### src/rtl/cpu_interrupt_handler.sv
// cpu_interrupt_handler
//   Runs the post-instruction interrupt sequence of a 6502-style CPU: BRK and
//   NMI pushes with vector fetch, RTI pulls, soft-reset vector fetch, or a plain
//   pass-through of the CPU state. The handler owns the memory bus while busy.
//
// Build option:
//   CPU_IH_NMI_EN  defined   -> NMI raised on a rising edge of ppu_status[7]
//                  undefined -> ppu_status ignored, NMI never pending
//
// Ports:
//   clk, rst                 clock (rising edge), async active-low reset
//   halt                     freezes all state, forces write_en low
//   interrupt_start          one-cycle request, accepted when not busy
//   is_break, is_rti         current instruction is BRK / RTI
//   soft_reset               soft reset request (latched until serviced)
//   ppu_status[7:0]          bit 7 = vblank NMI line
//   pc_next/ie_status/stack_ptr  CPU state at the request
//   mem_data_in[7:0]         memory read data
//   interrupt_addr/_data_out/_write_en  memory bus
//   interrupt_busy/_done     sequence in progress / finished
//   interrupt_pc_out/_status_out/_stack_out  resulting CPU state
//   interrupt_disable        status bit 2 (I flag)
module cpu_interrupt_handler (
  input  logic        clk,
  input  logic        rst,
  input  logic        halt,
  input  logic        interrupt_start,
  input  logic        is_break,
  input  logic        is_rti,
  input  logic        soft_reset,
  input  logic [7:0]  ppu_status,
  input  logic [15:0] pc_next,
  input  logic [7:0]  ie_status,
  input  logic [7:0]  stack_ptr,
  input  logic [7:0]  mem_data_in,
  output logic [15:0] interrupt_addr,
  output logic [7:0]  interrupt_data_out,
  output logic        interrupt_write_en,
  output logic        interrupt_busy,
  output logic        interrupt_done,
  output logic [15:0] interrupt_pc_out,
  output logic [7:0]  interrupt_status_out,
  output logic [7:0]  interrupt_stack_out,
  output logic        interrupt_disable
);

  localparam logic [1:0] ST_IDLE = 2'd0;
  localparam logic [1:0] ST_SEQ  = 2'd1;
  localparam logic [1:0] ST_DONE = 2'd2;

  // Routine run inside ST_SEQ
  localparam logic [2:0] R_PASS = 3'd0;
  localparam logic [2:0] R_BRK  = 3'd1;
  localparam logic [2:0] R_NMI  = 3'd2;
  localparam logic [2:0] R_RTI  = 3'd3;
  localparam logic [2:0] R_SRST = 3'd4;

  logic [1:0]  state_q, state_d;
  logic [2:0]  rout_q, rout_d;
  logic [2:0]  step_q, step_d;
  logic [1:0]  sub_q, sub_d;
  logic [15:0] pc_q, pc_d;
  logic [7:0]  st_q, st_d;
  logic [7:0]  sp_q, sp_d;
  logic        srst_pend_q, srst_pend_d;
  logic        nmi_pend_q, nmi_pend_d;
  logic        nmi_edge;

  // Micro-op decode of the current step
  logic        op_push, op_read, op_pull, op_last;
  logic        ld_pcl, ld_pch, ld_st, set_i;
  logic [15:0] rd_addr, vec_base;
  logic [7:0]  push_data, sp_inc;
  logic        step_done;

`ifdef CPU_IH_NMI_EN
  logic ppu_prev_q;

  always_ff @(posedge clk or negedge rst) begin
    if (!rst) begin
      ppu_prev_q <= 1'b0;
    end else if (!halt) begin
      ppu_prev_q <= ppu_status[7];
    end
  end

  assign nmi_edge = ppu_status[7] & ~ppu_prev_q;
`else
  assign nmi_edge = 1'b0;
`endif

  // Only bit 7 of the PPU status carries meaning here
  logic unused_ppu;
  assign unused_ppu = ^ppu_status;

  assign sp_inc = sp_q + 8'd1;

  always_comb begin
    case (rout_q)
      R_BRK:   vec_base = 16'hFFFE;
      R_NMI:   vec_base = 16'hFFFA;
      R_SRST:  vec_base = 16'hFFFC;
      default: vec_base = 16'h0000;
    endcase
  end

  always_comb begin
    op_push   = 1'b0;
    op_read   = 1'b0;
    op_pull   = 1'b0;
    op_last   = 1'b0;
    ld_pcl    = 1'b0;
    ld_pch    = 1'b0;
    ld_st     = 1'b0;
    set_i     = 1'b0;
    rd_addr   = '0;
    push_data = '0;
    if (state_q == ST_SEQ) begin
      case (rout_q)
        R_BRK, R_NMI: begin
          case (step_q)
            3'd0: begin
              op_push   = 1'b1;
              push_data = pc_q[15:8];
            end
            3'd1: begin
              op_push   = 1'b1;
              push_data = pc_q[7:0];
            end
            3'd2: begin
              op_push   = 1'b1;
              set_i     = 1'b1;
              // BRK pushes B=1; NMI pushes B=0. Bit 5 is always set.
              push_data = (rout_q == R_BRK) ? (st_q | 8'h30)
                                            : ((st_q | 8'h20) & 8'hEF);
            end
            3'd3: begin
              op_read = 1'b1;
              rd_addr = vec_base;
              ld_pcl  = 1'b1;
            end
            default: begin
              op_read = 1'b1;
              rd_addr = vec_base + 16'd1;
              ld_pch  = 1'b1;
              op_last = 1'b1;
            end
          endcase
        end
        R_RTI: begin
          // Pull address uses sp+1 throughout; sp itself moves when the byte lands
          op_pull = 1'b1;
          rd_addr = {8'h01, sp_inc};
          case (step_q)
            3'd0:    ld_st  = 1'b1;
            3'd1:    ld_pcl = 1'b1;
            default: begin
              ld_pch  = 1'b1;
              op_last = 1'b1;
            end
          endcase
        end
        R_SRST: begin
          op_read = 1'b1;
          if (step_q == 3'd0) begin
            rd_addr = vec_base;
            ld_pcl  = 1'b1;
          end else begin
            rd_addr = vec_base + 16'd1;
            ld_pch  = 1'b1;
            op_last = 1'b1;
          end
        end
        default: op_last = 1'b1;
      endcase
    end
  end

  always_comb begin
    state_d     = state_q;
    rout_d      = rout_q;
    step_d      = step_q;
    sub_d       = sub_q;
    pc_d        = pc_q;
    st_d        = st_q;
    sp_d        = sp_q;
    srst_pend_d = srst_pend_q | soft_reset;
    nmi_pend_d  = nmi_pend_q | nmi_edge;
    step_done   = 1'b0;
    case (state_q)
      ST_SEQ: begin
        if (op_push) begin
          sp_d      = sp_q - 8'd1;
          step_done = 1'b1;
          if (set_i) begin
            st_d = st_q | 8'h04;
          end
          // A fresh edge arriving in the same cycle stays pending
          if ((rout_q == R_NMI) && (step_q == 3'd0)) begin
            nmi_pend_d = nmi_edge;
          end
        end else if (op_read || op_pull) begin
          // Address is held for sub-cycles 0..1; data is sampled at the end of 2
          if (sub_q == 2'd2) begin
            sub_d     = '0;
            step_done = 1'b1;
            if (op_pull) sp_d = sp_inc;
            if (ld_st)   st_d = mem_data_in & 8'hCF;
            if (ld_pcl)  pc_d[7:0] = mem_data_in;
            if (ld_pch)  pc_d[15:8] = mem_data_in;
          end else begin
            sub_d = sub_q + 2'd1;
          end
        end else begin
          step_done = 1'b1;
        end
        if (step_done) begin
          if (!op_last) begin
            step_d = step_q + 3'd1;
          end else if ((rout_q != R_NMI) && nmi_pend_q) begin
            // Pending NMI runs on the state left by the first routine
            rout_d = R_NMI;
            step_d = '0;
          end else begin
            state_d = ST_DONE;
          end
        end
      end
      default: begin
        if (interrupt_start) begin
          state_d = ST_SEQ;
          step_d  = '0;
          sub_d   = '0;
          pc_d    = pc_next;
          st_d    = ie_status;
          sp_d    = stack_ptr;
          if (srst_pend_q || soft_reset) begin
            rout_d      = R_SRST;
            sp_d        = stack_ptr - 8'd3;
            st_d        = ie_status | 8'h04;
            srst_pend_d = 1'b0;
          end else if (is_rti) begin
            rout_d = R_RTI;
          end else if (is_break) begin
            rout_d = R_BRK;
          end else begin
            rout_d = R_PASS;
          end
        end
      end
    endcase
  end

  always_ff @(posedge clk or negedge rst) begin
    if (!rst) begin
      state_q     <= ST_IDLE;
      rout_q      <= R_PASS;
      step_q      <= '0;
      sub_q       <= '0;
      pc_q        <= '0;
      st_q        <= 8'h04;
      sp_q        <= 8'hFD;
      srst_pend_q <= 1'b0;
      nmi_pend_q  <= 1'b0;
    end else if (!halt) begin
      state_q     <= state_d;
      rout_q      <= rout_d;
      step_q      <= step_d;
      sub_q       <= sub_d;
      pc_q        <= pc_d;
      st_q        <= st_d;
      sp_q        <= sp_d;
      srst_pend_q <= srst_pend_d;
      nmi_pend_q  <= nmi_pend_d;
    end
  end

  assign interrupt_addr       = op_push ? {8'h01, sp_q}
                                        : ((op_read || op_pull) ? rd_addr : 16'h0000);
  assign interrupt_data_out   = op_push ? push_data : 8'h00;
  assign interrupt_write_en   = op_push & ~halt;
  assign interrupt_busy       = (state_q == ST_SEQ);
  assign interrupt_done       = (state_q == ST_DONE);
  assign interrupt_pc_out     = pc_q;
  assign interrupt_status_out = st_q;
  assign interrupt_stack_out  = sp_q;
  assign interrupt_disable    = st_q[2];

endmodule

### config.mk
export PLATFORM = sky130hd
export DESIGN_NAME = cpu_interrupt_handler
export DESIGN_NICKNAME = d
export VERILOG_FILES = /design/src/rtl/cpu_interrupt_handler.sv
export SDC_FILE = /design/constraint.sdc
export NUM_CORES = 1
export LEC_CHECK = 0
export ABC_AREA = 1
export BUFFER_PORTS_ARGS = -buffer_cell sky130_fd_sc_hd__clkbuf_2
export CELL_PAD_IN_SITES_DETAIL_PLACEMENT = 1
export CELL_PAD_IN_SITES_GLOBAL_PLACEMENT = 1
export CORE_AREA = 2 2 101 103
export CTS_BUF_LIST = sky130_fd_sc_hd__clkbuf_16
export DETAILED_ROUTE_END_ITERATION = 8
export DIE_AREA = 0 0 103 105
export GPL_TIMING_DRIVEN = 0
export PLACE_DENSITY_LB_ADDON = 0.1
export SLEW_MARGIN = 20
export SYNTH_ARGS = -nofsm -noshare
export SYNTH_HDL_FRONTEND = slang
export SYNTH_SLANG_ARGS = --single-unit
### constraint.sdc
create_clock -name clk -period 1.93 [get_ports clk]
set_input_delay 0.2895 -clock clk [delete_from_list [all_inputs] [get_ports clk]]
set_output_delay 0.2895 -clock clk [all_outputs]
set_load 0.02 [all_outputs]
==> qor.yml <==
yosys:
  async_flop_share_pct: 100.0
  syn_nets: 571
  synthTopCellsByCount: "193 x nand2_1, 51 x inv_1, 48 x nor2_1"
  synth_edf_count: 0
  syn-cell-area_mm2: 0.003321
  ys_seq_area_share_pct: 32.71
  synth.distinct_cells: 38
  yosys.area.top_type: "dfrtp_1"
  synth_most_common_cell: "nand2_1"
  yosysTopAreaCellShare_pct: 26.38
  ys_ff_latch: 43
  yosysWarnings: 0
  ys_top_cells_by_area: "dfrtp_1 26%, nand2_1 22%, dfstp_2 6.3%"
  syn-instance-count: 508
  synth-main-ff-cell: "dfrtp_1"
  avgSynthCellArea_um2: 6.537
timing:
  setup_violations: 26
  maxSlewViolCount: 0
  setup_ws_ps: -362.2
  fin_skew_ps: 7.749
  finalCriticalPeriod_ps: 2292
  setup_tns_ps: -6710
  hold_viol: 0
  clock.fmax_mhz: 436.3
  worst_pin_slew_ps: 711.5
  max_slew_margin_pct: 52.57
  fin_crit_sh_pct: 118.8
  rsz0062_at_grt: "true"
detailed_routing:
  wire_per_inst_um: 17.10
  drt_iter0_drc: 184
  drt-total-wl_um: 13440
  vias_per_cell: 4.980
  drtPass1Iterations: 4
  vias: 3914
  drcViolationCount: 0
  antenna_left: 0
placed_design:
  postPlaceCellArea_mm2: 0.004041
  pre_cts_slack_ps: -501.6
  hpwlAfterDp_um: 9195
  gp_congestion: 0.8832
  port_buffers: 106
power_and_ir_drop:
  leakagePower_nw: 2.539
  cellPowerDensity_mw_per_mm2: 1893
  peakVddDrop_mv: 0.8987
floorplanning:
  rows: 36
  die-area_mm2: 0.01082
  die_h_um: 105
  start_util_pct: 34.45
  die_w_um: 103
  core_mm2: 0.009639
  ios: 115
layout:
  final_layout_size_suffix_gt1_share_pct: 37.98
  final_util_pct: 50.08
  nFillCells: 1312
  design_area_mm2: 0.004827
  fin_nets: 715
  area_delta_synth_final_pct: 45.37
  multiInputGateArea_mm2: 0.002112
  antenna_cells: 0
  seq_area_mm2: 0.001092
clock_tree:
  cts-root-buf: "clkbuf_16"
  cts_tree: "built"
  htree_levels: 2
  cts_sinks: 43
  numCtsBuffers: 5
  cts_max_path_buffers: 2
  clk_pin_slew_ps: 70
  clock_latency_ps: 290
setup_path:
  critPathMaxFanout: 10
  reg2reg_depth: 12
  worst_setup_path_end_kind: "primary output"
  required_ps: 1640
  cp.arrival_ps: 2000
  path_class: "reg -> out"
  startpoint_type: "register"
outcome:
  violations: "negative setup slack"
  status: "finished with violations"
global_routing:
  antenna_found_initial: 0
  grt_usage_pct: 24.61
  grt_pass1_vias: 3965
  grt_pass1_wl_um: 20740
  grt_max_degree: 44
  grt.overflow.total: 0
flow_run:
  drv_cap: 0
min_path:
  hp-class: "in -> async"
state kept, by name, indices dropped and copies added (netlist names):
register              count
srst_pend_q               1
interrupt_status_out      8
state_q                   2
step_q                    3
interrupt_pc_out         16
interrupt_stack_out       8
rout_q                    3
sub_q                     2
cell families after synthesis:
family,Yosys count,share of synthesized area [%]
compound gates,67,13.19
xor+xnor,5,1.319
fa+ha+maj,8,3.014
buf+inv,78,10.29
flops,43,32.71
simple gates,307,39.49
routing by layer:
| metal | up-vias | part of all wire [%] | global-route usage (%) |
|---|---|---|---|
| li1 | 1905 | - | - |
| met1 | 1901 | 42 | 32.56 |
| met2 | 87 | 51 | 43.32 |
| met3 | 21 | 4.5 | 2.809 |
| met4 | 0 | 2.2 | 3.853 |
| met5 | - | 0 | 0 |
per-stage QoR:
step / instances / total power [mW] / hold WS, ps
2_1_floorplan: 508 / 5.182 / -6.091
3_3_place_gp: 747 / 6.666 / 457.7
3_5_place_dp: 747 / 6.793 / 391.1
4_1_cts: 775 / 8.660 / 79.13
5_1_grt: 786 / 9.816 / 103.8
6_report: 786 / 9.137 / 48.76
where the power goes:
part	switching (mW)	total, mW	internal, mW
logic	3.96	6.31	2.35
clock network	0.393	0.999	0.605
registers	0.453	1.83	1.38
total	4.81	9.14	4.33
worst max-delay path: stages (launching register included):
cell      delay (ps)
dfrtp_2          420
inv_4             60
ha_4             170
nand2_2          130
clkinv_4         120
nor2_1           240
a21oi_1          120
o21ai_1          120
nand2_1           80
o21ai_2           80
clkbuf_8         170
worst paths after layout:
path	startpoint	endpoint	slack (ps)
min in group clk	ie_status[4]	interrupt_status_out[4]	250
worst min register to register	state_q[1]	state_q[1]	480
worst max register to register	rout_q[1]	interrupt_stack_out[1]	-30
max in group asynchronous	rst	rout_q[0]	1390
worst max-delay path	step_q[0]	interrupt_addr[0]	-360
worst min-delay path	rst	interrupt_pc_out[4]	50
cell type report:
class,count,area share (%)
clock inverter,3,0.8035
sequential,43,22.63
tap,133,3.447
multi-input combinational,387,43.75
clock buffer,5,2.592
inverter,59,5.184
buffer,14,2.566
timing repair buffer,142,19.03
what timing repair did:
| action | 4_1_cts | 5_1_grt |
|---|---|---|
| setup endpoints to repair | 44 | 61 |
| cloned | 1 | 0 |
| hold buffers | 0 | 0 |
| buffers inserted | 24 | 11 |
| pin swaps | 13 | 6 |
| resized for setup | 73 | 34 |
cell usage in the layout (no fill, tap or decap), types with 4 or more instances in the layout:
| cell type | instances |
|---|---|
| a221oi_1 | 7 |
| buf_4 | 49 |
| clkbuf_16 | 6 |
| clkbuf_2 | 80 |
| clkbuf_4 | 13 |
| clkbuf_8 | 5 |
| dfrtp_1 | 30 |
| dfrtp_2 | 5 |
| dfstp_2 | 8 |
| ha_1 | 5 |
| inv_1 | 47 |
| inv_2 | 4 |
| inv_4 | 5 |
| nand2_1 | 180 |
| nand2_2 | 13 |
| nand2_4 | 8 |
| nand3_1 | 34 |
| nand4_1 | 6 |
| nor2_1 | 44 |
| nor2_2 | 4 |
| nor2_4 | 5 |
| o211ai_1 | 4 |
| o21ai_0 | 30 |
| o21ai_2 | 10 |
(Power assumes the default switching activity.)
